`src/rtl/tmds_pkg.sv`:
```
// tmds_pkg: shared definitions for the TMDS video timing slice.
//   - state_t       : timing controller sequencer states
//   - *_640 consts  : default 640x480@60 timing (pixel clocks / lines)
//   - CTRL_CODE_*   : 10-bit TMDS control-period symbols, indexed by {c1, c0}
//   - ctrl_code()   : selects the control symbol for a given {c1, c0}
package tmds_pkg;

  typedef enum logic [1:0] {
    ST_IDLE     = 2'd0,
    ST_RUN      = 2'd1,
    ST_STOPPING = 2'd2
  } state_t;

  localparam int H_ACTIVE_640 = 640;
  localparam int H_FP_640     = 16;
  localparam int H_SYNC_640   = 96;
  localparam int H_BP_640     = 48;
  localparam int V_ACTIVE_480 = 480;
  localparam int V_FP_480     = 10;
  localparam int V_SYNC_480   = 2;
  localparam int V_BP_480     = 33;

  localparam logic [9:0] CTRL_CODE_00 = 10'b1101010100;
  localparam logic [9:0] CTRL_CODE_01 = 10'b0010101011;
  localparam logic [9:0] CTRL_CODE_10 = 10'b0101010100;
  localparam logic [9:0] CTRL_CODE_11 = 10'b1010101011;

  function automatic logic [9:0] ctrl_code(input logic c1, input logic c0);
    logic [9:0] code;
    case ({c1, c0})
      2'b00:   code = CTRL_CODE_00;
      2'b01:   code = CTRL_CODE_01;
      2'b10:   code = CTRL_CODE_10;
      default: code = CTRL_CODE_11;
    endcase
    return code;
  endfunction

endpackage

```
`src/rtl/tmds_timing_ctrl_if.sv`:
```
// tmds_timing_ctrl_if: bundle between the timing controller and its consumers.
//   en          : run request, level-sensitive, sampled every clock
//   pix_req     : a pixel is needed next cycle; pix_x/pix_y name it
//   de, c0, c1  : data-enable, hsync, vsync to the three encoders
//   frame_start : one-cycle pulse with the first (h=0, v=0) output cycle
//   busy        : sequencer is in RUN or STOPPING
//   state       : sequencer state, for observation only
// Handshake: there is no ready. pix_req is a one-way request; the frame
// source must present the named pixel on the very next cycle, when de is
// high. en is a level: the controller starts on the next frame boundary
// after it rises and stops on the frame boundary after it falls.
interface tmds_timing_ctrl_if #(
  parameter int XW = 12,
  parameter int YW = 12
);
  import tmds_pkg::*;

  logic          en;
  logic          pix_req;
  logic [XW-1:0] pix_x;
  logic [YW-1:0] pix_y;
  logic          de;
  logic          c0;
  logic          c1;
  logic          frame_start;
  logic          busy;
  state_t        state;

  modport master (
    input  en,
    output pix_req, pix_x, pix_y, de, c0, c1, frame_start, busy, state
  );

  modport slave (
    output en,
    input  pix_req, pix_x, pix_y, de, c0, c1, frame_start, busy, state
  );

endinterface

```
`src/rtl/tmds_axis_counter.sv`:
```
// tmds_axis_counter: one axis (horizontal or vertical) of the raster.
// Counts 0..TOTAL-1 where TOTAL = ACTIVE+FP+SYNC+BP, regions in that order.
//   clk, rst   : clock, asynchronous active-high reset (count -> 0)
//   clr        : hold the count at 0 (wins over step)
//   step       : advance by one, wrapping to 0 after TOTAL-1
//   cnt, nxt   : current count and the value it takes at the next edge
//   wrap       : current count is TOTAL-1
//   active     : current count is inside the active region
//   sync_win   : current count is inside the sync region (empty if SYNC=0)
//   nxt_active : next count is inside the active region
module tmds_axis_counter #(
  parameter int W      = 12,
  parameter int ACTIVE = 640,
  parameter int FP     = 16,
  parameter int SYNC   = 96,
  parameter int BP     = 48
) (
  input  logic         clk,
  input  logic         rst,
  input  logic         clr,
  input  logic         step,
  output logic [W-1:0] cnt,
  output logic [W-1:0] nxt,
  output logic         wrap,
  output logic         active,
  output logic         sync_win,
  output logic         nxt_active
);

  localparam int TOTAL = ACTIVE + FP + SYNC + BP;
  localparam logic [W-1:0] LAST       = W'(TOTAL - 1);
  localparam logic [W-1:0] ACT_END    = W'(ACTIVE);
  localparam logic [W-1:0] SYNC_START = W'(ACTIVE + FP);
  localparam logic [W-1:0] SYNC_END   = W'(ACTIVE + FP + SYNC);

  assign wrap       = (cnt == LAST);
  assign active     = (cnt < ACT_END);
  assign sync_win   = (cnt >= SYNC_START) && (cnt < SYNC_END);
  assign nxt_active = (nxt < ACT_END);

  always_comb begin
    nxt = cnt;
    if (clr) begin
      nxt = '0;
    end else if (step) begin
      nxt = wrap ? '0 : cnt + W'(1);
    end
  end

  always_ff @(posedge clk or posedge rst) begin
    if (rst) begin
      cnt <= '0;
    end else begin
      cnt <= nxt;
    end
  end

endmodule

```
`src/rtl/tmds_timing_ctrl.sv`:
```
// tmds_timing_ctrl: raster timing generator that sequences the TMDS encoders.
//   clk, rst : pixel clock, asynchronous active-high reset
//   bus      : tmds_timing_ctrl_if.master (en in; pix_req/pix_x/pix_y, de,
//              c0 = hsync, c1 = vsync, frame_start, busy, state out)
// All outputs are registered. de/c0/c1/frame_start decode the counters of the
// current cycle, so they lag the counters by one clock. pix_req/pix_x/pix_y
// decode the counters' next values, so pix_req leads de by exactly one clock.
// Runs start and stop only on frame boundaries.
module tmds_timing_ctrl
  import tmds_pkg::*;
#(
  parameter int H_ACTIVE = H_ACTIVE_640,
  parameter int H_FP     = H_FP_640,
  parameter int H_SYNC   = H_SYNC_640,
  parameter int H_BP     = H_BP_640,
  parameter int V_ACTIVE = V_ACTIVE_480,
  parameter int V_FP     = V_FP_480,
  parameter int V_SYNC   = V_SYNC_480,
  parameter int V_BP     = V_BP_480,
  parameter bit HS_POL   = 1'b0,
  parameter bit VS_POL   = 1'b0,
  parameter int XW       = 12,
  parameter int YW       = 12
) (
  input logic                clk,
  input logic                rst,
  tmds_timing_ctrl_if.master bus
);

  localparam int H_TOTAL = H_ACTIVE + H_FP + H_SYNC + H_BP;
  localparam int V_TOTAL = V_ACTIVE + V_FP + V_SYNC + V_BP;

  geometry_fits: assert property (@(posedge clk)
    (H_TOTAL < (1 << XW)) && (V_TOTAL < (1 << YW)));

  state_t state, state_nxt;

  logic [XW-1:0] h_cnt, h_nxt;
  logic [YW-1:0] v_cnt, v_nxt;
  logic h_wrap, h_active, h_sync, h_nxt_active;
  logic v_wrap, v_active, v_sync, v_nxt_active;
  logic running, running_nxt;

  logic          pix_req_q, de_q, c0_q, c1_q, frame_start_q, busy_q;
  logic [XW-1:0] pix_x_q;
  logic [YW-1:0] pix_y_q;

  assign running     = (state != ST_IDLE);
  assign running_nxt = (state_nxt != ST_IDLE);

  // Counters are cleared for as long as we sit in IDLE, so the first cycle
  // after leaving IDLE is always h=0, v=0.
  tmds_axis_counter #(
    .W(XW), .ACTIVE(H_ACTIVE), .FP(H_FP), .SYNC(H_SYNC), .BP(H_BP)
  ) u_h (
    .clk(clk), .rst(rst), .clr(~running), .step(1'b1),
    .cnt(h_cnt), .nxt(h_nxt), .wrap(h_wrap), .active(h_active),
    .sync_win(h_sync), .nxt_active(h_nxt_active)
  );

  tmds_axis_counter #(
    .W(YW), .ACTIVE(V_ACTIVE), .FP(V_FP), .SYNC(V_SYNC), .BP(V_BP)
  ) u_v (
    .clk(clk), .rst(rst), .clr(~running), .step(h_wrap),
    .cnt(v_cnt), .nxt(v_nxt), .wrap(v_wrap), .active(v_active),
    .sync_win(v_sync), .nxt_active(v_nxt_active)
  );

  always_ff @(posedge clk or posedge rst) begin
    if (rst) begin
      state <= ST_IDLE;
    end else begin
      state <= state_nxt;
    end
  end

  // STOPPING keeps the frame going; only the wrap of the last line returns
  // to IDLE, and a re-asserted en cancels the stop without touching counters.
  always_comb begin
    state_nxt = state;
    unique case (state)
      ST_IDLE:     if (bus.en) state_nxt = ST_RUN;
      ST_RUN:      if (!bus.en) state_nxt = ST_STOPPING;
      ST_STOPPING: begin
        if (bus.en) begin
          state_nxt = ST_RUN;
        end else if (h_wrap && v_wrap) begin
          state_nxt = ST_IDLE;
        end
      end
      default:     state_nxt = ST_IDLE;
    endcase
  end

  always_ff @(posedge clk or posedge rst) begin
    if (rst) begin
      pix_req_q     <= 1'b0;
      pix_x_q       <= '0;
      pix_y_q       <= '0;
      de_q          <= 1'b0;
      c0_q          <= ~HS_POL;
      c1_q          <= ~VS_POL;
      frame_start_q <= 1'b0;
      busy_q        <= 1'b0;
    end else begin
      de_q          <= running && h_active && v_active;
      c0_q          <= (running && h_sync) ? HS_POL : ~HS_POL;
      c1_q          <= (running && v_sync) ? VS_POL : ~VS_POL;
      frame_start_q <= running && (h_cnt == '0) && (v_cnt == '0);
      busy_q        <= running_nxt;
      // Lookahead: decode the counter values being loaded at this edge.
      pix_req_q     <= running_nxt && h_nxt_active && v_nxt_active;
      if (running_nxt && h_nxt_active && v_nxt_active) begin
        pix_x_q <= h_nxt;
        pix_y_q <= v_nxt;
      end
    end
  end

  assign bus.pix_req     = pix_req_q;
  assign bus.pix_x       = pix_x_q;
  assign bus.pix_y       = pix_y_q;
  assign bus.de          = de_q;
  assign bus.c0          = c0_q;
  assign bus.c1          = c1_q;
  assign bus.frame_start = frame_start_q;
  assign bus.busy        = busy_q;
  assign bus.state       = state;

endmodule

```
`src/flat_wrapper.sv`:
```
// flat-port wrapper written by rule: the top's interface ports become plain ports
module tmds_timing_ctrl_flat import tmds_pkg::*;
#(
  parameter int H_ACTIVE = H_ACTIVE_640,
  parameter int H_FP     = H_FP_640,
  parameter int H_SYNC   = H_SYNC_640,
  parameter int H_BP     = H_BP_640,
  parameter int V_ACTIVE = V_ACTIVE_480,
  parameter int V_FP     = V_FP_480,
  parameter int V_SYNC   = V_SYNC_480,
  parameter int V_BP     = V_BP_480,
  parameter bit HS_POL   = 1'b0,
  parameter bit VS_POL   = 1'b0,
  parameter int XW       = 12,
  parameter int YW       = 12
)
  (clk, rst, bus_en, bus_pix_req, bus_pix_x, bus_pix_y, bus_de, bus_c0, bus_c1, bus_frame_start, bus_busy, bus_state);
  tmds_timing_ctrl_if #(.XW(XW), .YW(YW)) bus_i ();
  input logic clk;
  input logic rst;
  input wire logic [$bits(bus_i.en)-1:0] bus_en;
  output wire logic [$bits(bus_i.pix_req)-1:0] bus_pix_req;
  output wire logic [$bits(bus_i.pix_x)-1:0] bus_pix_x;
  output wire logic [$bits(bus_i.pix_y)-1:0] bus_pix_y;
  output wire logic [$bits(bus_i.de)-1:0] bus_de;
  output wire logic [$bits(bus_i.c0)-1:0] bus_c0;
  output wire logic [$bits(bus_i.c1)-1:0] bus_c1;
  output wire logic [$bits(bus_i.frame_start)-1:0] bus_frame_start;
  output wire logic [$bits(bus_i.busy)-1:0] bus_busy;
  output wire logic [$bits(bus_i.state)-1:0] bus_state;
  assign bus_i.en = bus_en;
  assign bus_pix_req = bus_i.pix_req;
  assign bus_pix_x = bus_i.pix_x;
  assign bus_pix_y = bus_i.pix_y;
  assign bus_de = bus_i.de;
  assign bus_c0 = bus_i.c0;
  assign bus_c1 = bus_i.c1;
  assign bus_frame_start = bus_i.frame_start;
  assign bus_busy = bus_i.busy;
  assign bus_state = bus_i.state;
  tmds_timing_ctrl #(.H_ACTIVE(H_ACTIVE), .H_FP(H_FP), .H_SYNC(H_SYNC), .H_BP(H_BP), .V_ACTIVE(V_ACTIVE), .V_FP(V_FP), .V_SYNC(V_SYNC), .V_BP(V_BP), .HS_POL(HS_POL), .VS_POL(VS_POL), .XW(XW), .YW(YW)) u_core (.clk(clk), .rst(rst), .bus(bus_i));
endmodule
```
`config.mk`:
```
export PLATFORM = sky130hd
export DESIGN_NAME = tmds_timing_ctrl_flat
export DESIGN_NICKNAME = d
export VERILOG_FILES = /design/src/rtl/tmds_pkg.sv /design/src/rtl/tmds_timing_ctrl_if.sv /design/src/rtl/tmds_axis_counter.sv /design/src/rtl/tmds_timing_ctrl.sv /design/src/flat_wrapper.sv
export SDC_FILE = /design/constraint.sdc
export NUM_CORES = 1
export LEC_CHECK = 0
export CELL_PAD_IN_SITES_DETAIL_PLACEMENT = 0
export CELL_PAD_IN_SITES_GLOBAL_PLACEMENT = 1
export CORE_ASPECT_RATIO = 0.6
export CORE_MARGIN = 2
export CORE_UTILIZATION = 35
export CTS_CLUSTER_SIZE = 24
export DETAILED_ROUTE_END_ITERATION = 12
export DONT_BUFFER_PORTS = 1
export PLACE_DENSITY_LB_ADDON = 0.1
export SETUP_SLACK_MARGIN = 0.15
export SLEW_MARGIN = 25
export SYNTH_ARGS = -nofsm -noshare
export SYNTH_HDL_FRONTEND = slang
export SYNTH_SLANG_ARGS = --single-unit
```
`constraint.sdc`:
```
create_clock -name clk -period 3.6 [get_ports clk]
set_input_delay 0.72 -clock clk [delete_from_list [all_inputs] [get_ports clk]]
set_output_delay 0.72 -clock clk [all_outputs]
set_load 0.005 [all_outputs]
```
==> impl_results.md <==
- Initial antenna violation count: 0
- Maximum VDD drop: 0.000211 V
- First-pass GRT wire length: 9420 µm
- Average size of a mapped cell: around 12 µm²
- Compound-cell area share of the yosys netlist: around 3.8%
- Antenna Nets Post-Route: 0
- GP Congestion: 0.859
- Resize count post-CTS: 0
- Post-synth EDFFs: 0
- Post-CTS Setup Bufs: 0
- Crit Path Category: reg2reg
- Max Fclk: about 310 MHz
- CORE AREA: between 7000 and 8000 µm²
- GR Overflow Total: 0
- Vias per cell: 4.91
- Crit path time final: 3.18 ns
- Worst Tran Pin Value: 0.811 ns
- Mapped Nets: around 240
- Critical path peak fanout: 19
- R2R depth: 8
- Post-synthesis simple-gate area fraction: 19.9%
- Setup crit start kind: register
- Cts hold-fix bufs: 0
- Distinct cell type count after synthesis: 41
- Largest area contributor in the netlist: dfrtp_1
- Die width: 117 µm
- I/O pins: 35
- Post-Synth XOR/XNOR Area: 7.57%
- Area of the multi-input gates: 1150 µm²
- RSZ-0062 raised after global routing: no
- Final Cycle Share: between 80% and 90%
- PortBufs: 0
- Clock latency on the worst-skew pair: about 0.30 ns
- Filler cells: 723
- Std-Cell Rows: 24
- P&R area growth vs syn: 9.74%
- Wire length per cell: 16.9 µm
- First-pass iteration count of the detailed router: 4
- YS warnings: 0
- Crit path DAT: 3.37 ns
- Largest net degree at the start of global routing: 40
- Mapped Cells: 230
- Routed Wire Length: 5720 µm
- DRC violation total after the first TritonRoute iteration: 96
- Area contributors post-synth: dfrtp_1 (51%), mux2_4 (7.9%), xor2_1 (4.3%), nor2_1 (4.1%), xnor2_1 (3.3%)
- Vias post-DR: 1660
- Max-cap violations: 0
- Area of the mapped netlist: 2660 µm²
- Synth Area in Adders: 1.88%
- Static Leak: ~1.3 nW
- Layout Skew: ~0.0060 ns
- Worst-path clk slew: 0.07 ns
- Register area share after synthesis: 52.8%
- Final hold vios: 0
- Hpwl dp: around 4200 µm
- Yosys reg bits: 56
- Hold Slack: between 0.4 and 0.5 ns
- Antenna fix cells: 0
- Worst setup EP type: register
- # setup viols final: 0
- Max-slew headroom: 45.9%
- Hold WC Path Type: in2async
- # H-tree levels: 2
- Reg-to-reg setup timing slack: 0.42 ns
- Async SR Flop Fraction: 100%
- Max Root-Sink Buffers: 2
- Mux cell area share after synthesis: 10.0%
- CTS tree: yes
- DRC violations left: 0
- Total CTS buffers: 5
- Fin Setup TNS: 0 ns
- Register area: roughly 1400 µm²
- Worst Path Required: 3.78 ns
- Final #Nets: 240
- Layout cell share with drive strength beyond 1: 17.5%
- Power Total: 1.29 mW
- Die area: 8340 µm²
- Power Dens Cells: 441 nW/µm²
- Outcome: completed
- Number of global-route vias before repair: 1658
- Slew Viols, Final: 0
- Clock Sinks: 56
- Top FF cell, synth: dfrtp_1
- Largest family of logic cells by synthesized area: simple AND/OR/NAND/NOR gates
- Die height: 71.5 µm
- Post-synth top area share: 50.8%
- Total track usage: 15.2%
- CTS root buf: clkbuf_16
- Initial core utilization: 36.3%
through the flow:
step / cells / setup WS [ns] / instance area (µm²) / utilization (%)
2_1_floorplan: 230 / 0.752 / 2660 / -
3_3_place_gp: 330 / 0.453 / 2770 / 37.9
3_5_place_dp: 330 / 0.400 / 2770 / 37.9
4_1_cts: 338 / 0.383 / 2920 / 39.8
5_1_grt: 338 / 0.210 / 2920 / 39.8
6_report: 338 / 0.415 / 2920 / 39.8
synthesized netlist by cell type (2+ instances only):
master and n:
and4_1 2, dfstp_2 2, nand3_1 13, inv_1 9, o21ai_0 4, nor3_1 2, mux2_4 14, nor4_1 5
ha_1 4, mux2_2 5, dfrtp_1 54, or4_4 2, xor2_1 13, or3_1 3, buf_6 2, nand2_1 10
nor2_1 29, nor2b_1 7, nand4_1 4, nor4b_1 5, xnor2_1 10, a21oi_1 6, and3_1 3, clkbuf_1 5
cell usage in the layout (no fill, tap or decap), drive strengths merged:
cell      synthesis  final
dfstp             2      2
a21oi             6      6
or3               3      3
nor3              2      2
nand4b            1      1
a41o              1      1
or4               3      3
and4b             1      1
nor4              6      6
nand3            13     13
nand4             4      4
mux2             19     19
and2              1      1
clkinv            0      1
or2               1      1
ha                4      4
nor4b             5      5
clkinvlp          0      1
dfrtp            54     54
a22oi             1      1
and3              3      3
a211oi            1      1
nand2b            1      1
nor2b             7      7
a311oi            1      1
nor2             30     30
nand2            10     10
buf               5      6
nor4bb            1      1
clkbuf            5      6
xnor2            10     10
and4              2      2
inv               9      9
xor2             13     13
o21ai             5      5
sequential cells by signal (all words and copies together) (netlist names):
| register | cells |
|---|---|
| u_core.bus.pix_req | 1 |
| u_core.bus.pix_x | 12 |
| u_core.bus.de | 1 |
| u_core.u_h.cnt | 12 |
| u_core.bus.c1 | 1 |
| u_core.bus.state | 2 |
| u_core.bus.pix_y | 12 |
| u_core.bus.busy | 1 |
| u_core.u_v.cnt | 12 |
| u_core.bus.frame_start | 1 |
| u_core.bus.c0 | 1 |
worst paths after layout:
| path | from | end |
|---|---|---|
| worst max-delay path | u_core.u_h.cnt[5]$_DFF_PP0_ | u_core.bus.pix_y[4]$_DFFE_PP0P_ |
| worst min-delay path | rst | u_core.bus.pix_x[11]$_DFFE_PP0P_ |
| worst max register to register | u_core.u_h.cnt[5]$_DFF_PP0_ | u_core.bus.pix_y[4]$_DFFE_PP0P_ |
| worst min register to register | u_core.bus.pix_x[11]$_DFFE_PP0P_ | u_core.bus.pix_x[11]$_DFFE_PP0P_ |
| max in group asynchronous | rst | u_core.bus.c1$_DFF_PP1_ |
| min in group clk | bus_en | u_core.bus.state[1]$_DFF_PP0_ |
per-layer routing:
metal / GRT usage, % / vias up / wire length, µm
met5: 0 / - / 0
met4: 3.53 / 0 / 35
met3: 5.75 / 4 / 445
met2: 16.7 / 49 / 2050
met1: 26.1 / 807 / 3200
li1: - / 800 / -
cell type report:
cell class	instances	area share (%)
Multi-Input combinational cell	155	39.3
Clock inverter	2	0.557
Timing Repair Buffer	6	1.97
Sequential cell	56	48.1
Clock buffer	6	4.41
Inverter	9	1.16
Tap cell	104	4.46
worst max-delay path, stage by stage (launching register included):
cell,delay [ns]
dfrtp_1,0.45
or4_4,0.57
or4_4,0.58
o21ai_4,0.15
nor2_1,0.12
a211oi_1,0.22
and4b_1,0.40
buf_12,0.22
mux2_2,0.34
where the power goes:
| part | total, mW | leakage (nW) | internal, mW | switching (mW) |
|---|---|---|---|---|
| sequential | 0.684 | 0.757 | 0.656 | 0.0283 |
| clock | 0.487 | 0.0671 | 0.260 | 0.227 |
| combinational | 0.118 | 0.470 | 0.0491 | 0.0692 |
| total | 1.29 | 1.29 | 0.965 | 0.324 |
kinds of logic (layout without fill, tap and decap cells):
family	count (synthesis)	count (layout)
flip-flops	56	56
XOR/XNOR	23	23
AND/OR/NAND/NOR	94	94
multiplexers	19	19
adder cells (fa/ha/maj)	4	4
buffers and inverters	19	23
AO/OA/AOI/OAI	15	15
No activity file was read; power rests on OpenSTA's default activity.
